**config.mk**
```make
export PLATFORM = sky130hd
export DESIGN_NAME = lcd12864_frame_writer_flat
export DESIGN_NICKNAME = d
export VERILOG_FILES = /design/src/rtl/lcd12864_frame_writer_if.sv /design/src/rtl/lcd12864_frame_writer.sv /design/src/flat_wrapper.sv
export SDC_FILE = /design/constraint.sdc
export NUM_CORES = 1
export LEC_CHECK = 0
export CORE_UTILIZATION = 56
export CTS_CLUSTER_DIAMETER = 200
export DETAILED_ROUTE_END_ITERATION = 10
export PLACE_DENSITY = 0.83
export SYNTH_ARGS = -nofsm -noshare
export SYNTH_HDL_FRONTEND = slang
export SYNTH_SLANG_ARGS = --single-unit
```
**constraint.sdc**
```tcl
create_clock -name clk -period 2.7 [get_ports clk]
set_input_delay 0.27 -clock clk [delete_from_list [all_inputs] [get_ports clk]]
set_output_delay 0.27 -clock clk [all_outputs]
set_load 0.005 [all_outputs]
```
**src/rtl/lcd12864_frame_writer_if.sv**
```systemverilog
// ST7920 8-bit parallel write bus between the frame writer (master) and the panel (slave).
interface lcd12864_frame_writer_if;
  logic       lcd_rs;
  logic       lcd_rw;
  logic       lcd_psb;
  logic       lcd_en;
  logic [7:0] lcd_db;

  modport master (output lcd_rs, lcd_rw, lcd_psb, lcd_en, lcd_db);
  modport slave  (input  lcd_rs, lcd_rw, lcd_psb, lcd_en, lcd_db);
endinterface

```
**src/rtl/lcd12864_frame_writer.sv**
```systemverilog
// Write-only ST7920 (QC12864B) controller: power-on wait, fixed init sequence, then streams a
// LINES x COLS text frame from an external char buffer into DDRAM on request or periodically.
module lcd12864_frame_writer #(
  parameter int unsigned  LINES     = 4,
  parameter int unsigned  COLS      = 16,
  parameter int unsigned  SETUP_CYC = 2,
  parameter int unsigned  EN_CYC    = 25,
  parameter int unsigned  EXEC_CYC  = 3600,
  parameter int unsigned  CLR_CYC   = 80000,
  parameter int unsigned  POR_CYC   = 2000000,
  parameter int unsigned  AUTO_CYC  = 0,
  localparam int unsigned AW        = $clog2(LINES * COLS)
) (
  input  logic                    clk,
  input  logic                    rst,
  input  logic                    start,
  output logic [AW-1:0]           ch_addr,
  input  logic [7:0]              ch_data,
  output logic                    busy,
  output logic                    init_done,
  output logic                    frame_done,
  lcd12864_frame_writer_if.master lcd
);

  localparam int unsigned LW = (LINES > 1) ? $clog2(LINES) : 1;
  localparam int unsigned CW = $clog2(COLS);

  typedef enum logic [2:0] {StPor, StInit, StIdle, StAddr, StFetch, StData} state_e;

  state_e        state_q, state_d;
  logic [20:0]   cnt_q, cnt_d;
  logic          xfer_q, xfer_d;
  logic          rs_q, rs_d;
  logic [7:0]    db_q, db_d;
  logic          en_q, en_d;
  logic [2:0]    idx_q, idx_d;
  logic [LW-1:0] line_q, line_d;
  logic [CW-1:0] col_q, col_d;
  logic          pend_q, pend_d;
  logic          init_done_q, init_done_d;
  logic          frame_done_q, frame_done_d;

  logic [20:0]   period;
  logic          xfer_end;
  logic          send, send_rs;
  logic [7:0]    send_db;

  function automatic logic [7:0] init_cmd(input logic [2:0] i);
    case (i)
      3'd0:    init_cmd = 8'h30;
      3'd1:    init_cmd = 8'h30;
      3'd2:    init_cmd = 8'h0C;
      3'd3:    init_cmd = 8'h01;
      default: init_cmd = 8'h06;
    endcase
  endfunction

  // DDRAM rows are interleaved: line 2 continues line 0, line 3 continues line 1.
  function automatic logic [7:0] line_base(input logic [LW-1:0] l);
    case (2'(l))
      2'd0:    line_base = 8'h80;
      2'd1:    line_base = 8'h90;
      2'd2:    line_base = 8'h88;
      default: line_base = 8'h98;
    endcase
  endfunction

  always_comb begin
    period   = (!rs_q && db_q == 8'h01) ? 21'(CLR_CYC) : 21'(EXEC_CYC);
    xfer_end = xfer_q && (cnt_q == period - 21'd1);

    state_d      = state_q;
    cnt_d        = xfer_q ? cnt_q + 21'd1 : cnt_q;
    xfer_d       = xfer_end ? 1'b0 : xfer_q;
    rs_d         = rs_q;
    db_d         = db_q;
    idx_d        = idx_q;
    line_d       = line_q;
    col_d        = col_q;
    pend_d       = pend_q | (start && state_q != StIdle);
    init_done_d  = init_done_q;
    frame_done_d = 1'b0;
    send         = 1'b0;
    send_rs      = 1'b0;
    send_db      = 8'h00;

    unique case (state_q)
      StPor: begin
        cnt_d = cnt_q + 21'd1;
        if (cnt_q == 21'(POR_CYC - 1)) begin
          state_d = StInit;
          idx_d   = 3'd0;
          send    = 1'b1;
          send_db = init_cmd(3'd0);
        end
      end
      StInit: begin
        if (xfer_end) begin
          if (idx_q == 3'd4) begin
            init_done_d = 1'b1;
            state_d     = StIdle;
            cnt_d       = '0;
          end else begin
            idx_d   = idx_q + 3'd1;
            send    = 1'b1;
            send_db = init_cmd(idx_q + 3'd1);
          end
        end
      end
      StIdle: begin
        if (start || pend_q || (AUTO_CYC > 0 && cnt_q == 21'(AUTO_CYC))) begin
          state_d = StAddr;
          line_d  = '0;
          pend_d  = 1'b0;
        end else if (AUTO_CYC > 0) begin
          cnt_d = cnt_q + 21'd1;
        end
      end
      StAddr: begin
        if (!xfer_q) begin
          col_d   = '0;
          send    = 1'b1;
          send_db = line_base(line_q);
        end else if (xfer_end) begin
          state_d = StFetch;
        end
      end
      StFetch: state_d = StData;
      StData: begin
        if (!xfer_q) begin
          send    = 1'b1;
          send_rs = 1'b1;
          send_db = ch_data;
        end else if (xfer_end) begin
          if (col_q != CW'(COLS - 1)) begin
            col_d   = col_q + 1'b1;
            state_d = StFetch;
          end else if (line_q != LW'(LINES - 1)) begin
            line_d  = line_q + 1'b1;
            state_d = StAddr;
          end else begin
            frame_done_d = 1'b1;
            state_d      = StIdle;
            cnt_d        = '0;
          end
        end
      end
      default: state_d = StPor;
    endcase

    if (send) begin
      xfer_d = 1'b1;
      cnt_d  = '0;
      rs_d   = send_rs;
      db_d   = send_db;
    end

    en_d = xfer_d && (cnt_d >= 21'(SETUP_CYC)) && (cnt_d < 21'(SETUP_CYC + EN_CYC));
  end

  always_ff @(posedge clk) begin
    if (rst) begin
      state_q      <= StPor;
      cnt_q        <= '0;
      xfer_q       <= 1'b0;
      rs_q         <= 1'b0;
      db_q         <= 8'h00;
      en_q         <= 1'b0;
      idx_q        <= '0;
      line_q       <= '0;
      col_q        <= '0;
      pend_q       <= 1'b0;
      init_done_q  <= 1'b0;
      frame_done_q <= 1'b0;
    end else begin
      state_q      <= state_d;
      cnt_q        <= cnt_d;
      xfer_q       <= xfer_d;
      rs_q         <= rs_d;
      db_q         <= db_d;
      en_q         <= en_d;
      idx_q        <= idx_d;
      line_q       <= line_d;
      col_q        <= col_d;
      pend_q       <= pend_d;
      init_done_q  <= init_done_d;
      frame_done_q <= frame_done_d;
    end
  end

  assign ch_addr     = AW'(32'(line_q) * COLS + 32'(col_q));
  assign busy        = (state_q != StIdle);
  assign init_done   = init_done_q;
  assign frame_done  = frame_done_q;
  assign lcd.lcd_rs  = rs_q;
  assign lcd.lcd_rw  = 1'b0;
  assign lcd.lcd_psb = 1'b1;
  assign lcd.lcd_en  = en_q;
  assign lcd.lcd_db  = db_q;

endmodule

```
**src/flat_wrapper.sv**
```systemverilog
// flat-port wrapper written by rule: the top's interface ports become plain ports
module lcd12864_frame_writer_flat 
#(
  parameter int unsigned  LINES     = 4,
  parameter int unsigned  COLS      = 16,
  parameter int unsigned  SETUP_CYC = 2,
  parameter int unsigned  EN_CYC    = 25,
  parameter int unsigned  EXEC_CYC  = 3600,
  parameter int unsigned  CLR_CYC   = 80000,
  parameter int unsigned  POR_CYC   = 2000000,
  parameter int unsigned  AUTO_CYC  = 0,
  localparam int unsigned AW        = $clog2(LINES * COLS)
)
  (clk, rst, start, ch_addr, ch_data, busy, init_done, frame_done, lcd_lcd_rs, lcd_lcd_rw, lcd_lcd_psb, lcd_lcd_en, lcd_lcd_db);
  lcd12864_frame_writer_if lcd_i ();
  input  logic clk;
  input  logic rst;
  input  logic start;
  output logic [AW-1:0] ch_addr;
  input  logic [7:0] ch_data;
  output logic busy;
  output logic init_done;
  output logic frame_done;
  output wire logic [$bits(lcd_i.lcd_rs)-1:0] lcd_lcd_rs;
  output wire logic [$bits(lcd_i.lcd_rw)-1:0] lcd_lcd_rw;
  output wire logic [$bits(lcd_i.lcd_psb)-1:0] lcd_lcd_psb;
  output wire logic [$bits(lcd_i.lcd_en)-1:0] lcd_lcd_en;
  output wire logic [$bits(lcd_i.lcd_db)-1:0] lcd_lcd_db;
  assign lcd_lcd_rs = lcd_i.lcd_rs;
  assign lcd_lcd_rw = lcd_i.lcd_rw;
  assign lcd_lcd_psb = lcd_i.lcd_psb;
  assign lcd_lcd_en = lcd_i.lcd_en;
  assign lcd_lcd_db = lcd_i.lcd_db;
  lcd12864_frame_writer #(.LINES(LINES), .COLS(COLS), .SETUP_CYC(SETUP_CYC), .EN_CYC(EN_CYC), .EXEC_CYC(EXEC_CYC), .CLR_CYC(CLR_CYC), .POR_CYC(POR_CYC), .AUTO_CYC(AUTO_CYC)) u_core (.clk(clk), .rst(rst), .start(start), .ch_addr(ch_addr), .ch_data(ch_data), .busy(busy), .init_done(init_done), .frame_done(frame_done), .lcd(lcd_i));
endmodule
```
==> results.md, run 1 <==
- Status: finished clean
- Clock share of power: between 30% and 40%
- WL/cell: approximately 15 microns
- Critical path class: reg -> reg
- Cell with the most instances after synthesis: nor2_1
- Mapped Area: 2880 sq um
- Ranking of synthesized cells by area: dfxtp_1 (33%), nor2_1 (7.2%), xor2_1 (4.6%), ha_1 (4.3%), a21oi_1 (3.6%)
- Slew margin rel.: 58.3%
- Num CTS Buffers: 5
- Port Buffers: 29
- Gpl congestion: 0.917
- Setup bufs post-CTS: 0
- Internal power: between 0.0009 and 0.001 W
- Post-synthesis mux area share: 1.91%
- Main combinational cell family by area after synthesis: simple AND/OR/NAND/NOR gates
- CP Capture Type: register
- Fmax: 386 MHz
- Fin. Hold Viols: 0
- Post-Syn Instances: 371
- Ant. Diodes: 0
- Synth Area per Inst: 7.77 sq um
- Pins over their slew limit: 0
- Fin crit share: 96.1%
- Top-Level Pins: 32
- Sw Share: 23.0%
- Vias in the first global route: 2,627
- Final ANT Viol Nets: 0
- Die H: 73.8 microns
- Clock Path Buffers: 2
- Worst setup margin: roughly 0.11 ns
- Slowest stage delay, CP: 0.54 ns
- Site row count: 25
- Yosys reg bits: 47
- WP data arrival: between 2 and 3 ns
- Synth Area in Simple Gates: between 20% and 30%
- DIE AREA: between 5000 and 6000 sq um
- Clk slew on worst S/H paths: 0.09 ns
- Post-synth top area share: roughly a third
- CTS Root Buffer Type: clkbuf_8
- Sequential Power Share: 59.5%
- Clock latency on the worst-skew pair: 0.30 ns
- Htree depth: 2
- Area growth from synthesis to layout: 15.9%
- Worst clock skew: 0.00756 ns
- DR pass1 iterations: 5
- CP max-delay cell: dfxtp_1
- Final core utilization: 68.9%
- Power per Cell Area: approximately 350 nW/um^2
- Net Count, Synth: 392
- Routed wire length: 7020 microns
- First-pass GRT wire length: 11,600 microns
- Starting DRT DRC Count: 314
- Nets: 417
- Max-Cap Viols: 0
- Critical Path RT: 2.95 ns
- Post-synthesis xor/xnor area fraction: 7.90%
- Initial core utilization: between 50% and 60%
- DRC: 0
- Setup violations, final: 0
- Main synth FF type: dfxtp_1
- P_sw: 0.000272 W
- CP max FO: 9
- Dpl hpwl: 5230 microns
- Distinct cell type count after synthesis: 60
- Busiest grt layer: met2
- Most frequent cells after synthesis: nor2_1 (55), dfxtp_1 (47), nand2_1 (28)
- Via count: 2,846
- Layout filler cell count: 413
- Min-Delay Path Class: reg -> reg
- Combinational power share: ~4.6%
- DIE WIDTH: 73.8 microns
- Met3 usage: under 10%
- Post-synthesis async set-or-reset flop share: 0%
- VDD IR-drop max: around 0.00025 V
- CTS tree: built
- Buf/Inv on CP: 0
- Resized cells post-CTS: 0
- Post-synth EDFFs: 0
- Delay-heaviest family, CP: simple AND/OR/NAND/NOR gates
- Warnings, synthesis: 0
- Fin crit period: roughly 2.6 ns
- Design area: 3340 sq um
- Largest net degree at the start of global routing: 29
- Share of cells above drive strength 1: 8.56%
- Setup slack after placement: 0.160 ns
- Sequential fraction of the synthesis area: approximately 33%
- Remaining global-route overflow: 0
- Antenna violations before repair: 0
- GR Util met1: 32.7%
- Post-synthesis adder-cell area fraction: 4.34%
- Crit path cell chain: and4_1 -> nand4_1 -> nor2_1 -> nand2_1 -> nor3_1 -> mux2i_1 -> o41ai_2 -> o2111a_1
- Core Region: 4850 sq um
- Cts hold-fix bufs: 0
- Synth Area in Compound Gates: 17.3%
- Synth area leader: dfxtp_1
- Gr usage total: 27.9%
- Placed Area: 3240 sq um
- GR Layer Usage met2: 47.1%
- Slew of the pin with the lowest slew margin: about 0.62 ns
- Vias per inst: 6.13
- Critical Path Start Type: register
- TritonCTS Sinks: 47
- Leak pwr: 1.26 nW
## through the flow
stage	power (W)	hold WS, ns	std cells	TNS (ns)
2_1_floorplan	0.000751	0.418	371	0
3_3_place_gp	0.000772	0.450	456	0
3_5_place_dp	0.000774	0.456	456	0
4_1_cts	0.00119	0.471	464	0
5_1_grt	0.00122	0.522	464	-0.00337
6_report	0.00118	0.471	464	0
## final timing paths
path	from	endpoint	slack (ns)	depth (start not counted)
hold / removal	u_core.lcd.lcd_db[0]$_SDFFE_PP0N_	u_core.lcd.lcd_db[0]$_SDFFE_PP0N_	0.47	2
setup reg to reg	u_core.cnt_q[5]$_SDFF_PP0_	u_core.lcd.lcd_en$_SDFF_PP0_	0.11	8
hold reg to reg	u_core.lcd.lcd_db[0]$_SDFFE_PP0N_	u_core.lcd.lcd_db[0]$_SDFFE_PP0N_	0.47	2
setup / recovery	u_core.cnt_q[5]$_SDFF_PP0_	u_core.lcd.lcd_en$_SDFF_PP0_	0.11	8
## per-layer routing
layer / share of wire (%) / routed length [microns] / up-vias
met3: 6.6 / 466 / 25
met1: 41 / 2900 / 1332
met4: 3.0 / 207 / 0
met5: 0 / 0 / -
met2: 49 / 3440 / 125
li1: - / - / 1364
## logic make-up after synthesis
| logic type | Yosys count |
|---|---|
| DFF | 47 |
| adders and majority gates | 10 |
| buffers and inverters | 40 |
| AOI/OAI and AO/OA | 77 |
| and+or+nand+nor | 164 |
| muxes | 5 |
| other | 2 |
| xor gates and xnor gates | 26 |
## sequential cells by signal (all words and copies together), names as in the netlist
| register | count |
|---|---|
| u_core.cnt_q | 21 |
| u_core.col_q | 4 |
| u_core.frame_done | 1 |
| u_core.idx_q | 3 |
| u_core.init_done | 1 |
| u_core.lcd.lcd_db | 8 |
| u_core.lcd.lcd_en | 1 |
| u_core.lcd.lcd_rs | 1 |
| u_core.line_q | 2 |
| u_core.pend_q | 1 |
| u_core.state_q | 3 |
| u_core.xfer_q | 1 |
## worst reg2reg max path: cells and delay by family (launching register included)
| family | cells | cell delay, ns |
|---|---|---|
| simple gates | 5 | 1.17 |
| compound gates | 2 | 0.66 |
| flops | 1 | 0.54 |
| mux | 1 | 0.17 |
## placed cells by master (no fill, tap or decap), drive strengths merged, types with 3 or more instances in the layout
master         instances
nor3b                  3
a22oi                  4
inv                   12
and3b                  3
nand3                 18
and4                   3
a221oi                 3
o21ai                 15
nor2                  55
or3                    3
mux2i                  4
ha                    10
xnor2                 11
clkdlybuf4s50         29
nor4                   4
buf                   17
xor2                  15
nor3                  16
nand2                 28
and3                   8
clkbuf                 6
dfxtp                 47
nand4                  8
a31oi                 12
a21oi                 21
nand3b                 3
## power groups by stage
| stage | clock network [W] | registers [W] | logic [W] |
|---|---|---|---|
| after global placement | 0 | 0.000719 | 0.0000526 |
| final | 0.000425 | 0.000703 | 0.0000549 |
| after CTS | 0.000433 | 0.000703 | 0.0000541 |
| after detailed placement | 0 | 0.000720 | 0.0000541 |
| after floorplan | 0 | 0.000717 | 0.0000342 |
| after global routing | 0.000459 | 0.000704 | 0.0000606 |
## layout make-up
cell class                      instances  area [sq um]  share of cell area, %
Multi-Input combinational cell        284          1760                   52.8
Sequential cell                        47           941                   28.2
Timing Repair Buffer                   46           418                   12.5
Tap cell                               67          83.8                   2.51
Clock buffer                            6          72.6                   2.17
Inverter                               12          45.0                   1.35
Clock inverter                          2          17.5                  0.524
Note: power is estimated with default switching activity, not from simulation.
==> run 2, diff against run 1 <==
--- a/config.mk
+++ b/config.mk
@@ -5,6 +5,7 @@
 export SDC_FILE = /design/constraint.sdc
 export NUM_CORES = 1
 export LEC_CHECK = 0
+export CAP_MARGIN = 20
 export CORE_UTILIZATION = 56
 export CTS_CLUSTER_DIAMETER = 200
 export DETAILED_ROUTE_END_ITERATION = 10
==> results of run 2 <==
The final DEF is identical to that of run 1; final timing and power are the same.
==> run 3, diff against run 2 <==
--- a/config.mk
+++ b/config.mk
@@ -6,7 +6,8 @@
 export NUM_CORES = 1
 export LEC_CHECK = 0
 export CAP_MARGIN = 20
-export CORE_UTILIZATION = 56
+export CORE_UTILIZATION = 53
+export CTS_BUF_LIST = sky130_fd_sc_hd__clkbuf_4
 export CTS_CLUSTER_DIAMETER = 200
 export DETAILED_ROUTE_END_ITERATION = 10
 export PLACE_DENSITY = 0.83
==> constraint.sdc (replaced) <==
create_clock -name clk -period 2.2 [get_ports clk]
set_input_delay 0.22 -clock clk [delete_from_list [all_inputs] [get_ports clk]]
set_output_delay 0.22 -clock clk [all_outputs]
set_load 0.005 [all_outputs]
==> results.md, run 3 (synthesized netlist as in run 1, its figures left out) <==
- Worst Setup EP: u_core.lcd.lcd_en$_SDFF_PP0_
- Remaining global-route overflow: 0
- Most frequent cells in the layout: buf_4 (68), nor2_1 (54), dfxtp_1 (38)
- Starting DRT DRC Count: 298
- Vias per inst: 6.26
- Hold Slack: 0.393 ns
- Largest net degree at the start of global routing: 28
- Worst Hold Launch: ch_data[2]
- DRC: 0
- Share of cells above drive strength 1: 27.1%
- Gr usage total: 30.9%
- Port Buffers: 29
- Status: complete, but fails checks
- Final Instance Count excl. Fillers: 520
- CTS tree: built
- Fin. Hold Viols: 0
- Min-Delay Path Class: in -> reg
- CP max FO: 6
- Clock Path Buffers: 2
- Critical path class: reg -> reg
- Critical Path Start Type: register
- Clock latency on the worst-skew pair: 0.38 ns
- Leak pwr: 1.55 nW
- Initial core utilization: 55.7%
- Via count: 3,256
- DR pass1 iterations: 7
- Ant. Diodes: 0
- Pins over their slew limit: 0
- DIE WIDTH: 75.8 microns
- Area of the multi-input gates: about 2000 sq um
- Worst setup margin: -0.127 ns
- Fin crit period: 2.33 ns
- First-pass GRT wire length: 13,200 microns
- Htree depth: 2
- CTS Root Buffer Type: clkbuf_4
- Max-Cap Viols: 0
- DIE AREA: approximately 5700 sq um
- Failing checks: negative setup slack
- Final ANT Viol Nets: 0
- Top reg by flops: u_core.cnt_q
- Vias in the first global route: between 2,000 and 3,000
- Antenna violations before repair: 0
- RR Startpoint: u_core.cnt_q[9]$_SDFF_PP0_
- Layout filler cell count: 339
- Top-Level Pins: 32
- CP max-delay cell: dfxtp_1
- Dpl hpwl: 6150 microns
- Die H: 75.8 microns
- RR Endpoint: u_core.lcd.lcd_en$_SDFF_PP0_
- Area growth from synthesis to layout: 36.5%
- WL/cell: ~18 microns
- Core Region: between 5000 and 6000 sq um
- TritonCTS Sinks: 47
- Gpl congestion: ~0.98
- CP Capture Type: register
- Nets: 470
- Worst clock skew: 0.0151 ns
- Fmax: roughly 430 MHz
- Setup slack after placement: -0.134 ns
- Max reg flops: 21
- Slowest stage delay, CP: 0.51 ns
- Num CTS Buffers: 5
- Reg area: 955 sq um
- Flop-to-flop setup slack: -0.13 ns
- Setup violations, final: 3
- Power per Cell Area: 350 nW/um^2
- Fin crit share: 106%
- VDD IR-drop max: about 0.0002 V
- Commonest non-fill, non-tap cell in the layout: buf_4
- Crit path cell chain: and3_1 -> nand4_1 -> nor2_1 -> nand2_1 -> nor3_1 -> mux2i_1 -> o41ai_2 -> o2111a_1
- Placed cell count: 510
- Critical Path RT: 2.52 ns
- WP data arrival: 2.65 ns
- R2R cell count: 8
- Clk slew on worst S/H paths: around 0.14 ns
- RSZ-0062 raised after global routing: true
- Routed wire length: 9280 microns
- Site row count: 26
- Crit path from: u_core.cnt_q[9]$_SDFF_PP0_
-- run 3: report_power, final --
part / switching, W / internal [W] / total [W]
Combinational: 0.0000432 / 0.0000461 / 0.0000893
Clock: 0.000291 / 0.000136 / 0.000427
Sequential: 0.00000502 / 0.000856 / 0.000861
-- run 3: stage by stage --
step	utilization, %	area [sq um]	power (W)	TNS [ns]
after floorplan	-	2900	0.000922	-0.000890
after detailed placement	70.4	3640	0.000961	-0.274
final	76.1	3930	0.00138	-0.249
after CTS	72.8	3760	0.00137	-0.0364
after global placement	70.4	3640	0.000958	-0.0753
after global routing	76.1	3930	0.00142	-1.71
-- run 3: worst min-delay path by stage --
stage                                              endpoint  cells past startpoint
final                     u_core.lcd.lcd_db[2]$_SDFFE_PP0N_                      3
after global routing      u_core.lcd.lcd_db[2]$_SDFFE_PP0N_                      3
after CTS                 u_core.lcd.lcd_db[2]$_SDFFE_PP0N_                      3
after detailed placement  u_core.lcd.lcd_db[0]$_SDFFE_PP0N_                      2
after global placement    u_core.lcd.lcd_db[0]$_SDFFE_PP0N_                      2
after floorplan           u_core.lcd.lcd_db[6]$_SDFFE_PP0N_                      2
-- run 3: area by class of cell --
cell class / instances / area share [%]
multi-input cells: 284 / 50.0
inverters: 12 / 1.15
clock buffers: 6 / 1.15
well taps: 70 / 2.23
repair buffers: 99 / 20.9
flip-flops and latches: 47 / 24.3
clock inverters: 2 / 0.318
-- run 3: layer usage --
metal  track usage (%)  part of all wire [%]
met4              15.0                   4.8
met5                 0                     0
met2              53.5                    47
met3              6.35                   7.9
met1              36.2                    40
-- run 3: worst max-delay path: cells and delay by family (launching register included) --
family          cells  cell delay (ns)
compound gates      2             0.65
flops               1             0.51
mux                 1             0.15
simple gates        5             0.96
-- run 3: repair_timing --
action | CTS | global route
hold buffers | 0 | 0
endpoints found under the setup margin | 7 | 26
endpoints found under the hold margin | 0 | 0
gates resized for setup | 12 | 35
setup buffers | 1 | 1
pin swaps | 5 | 16
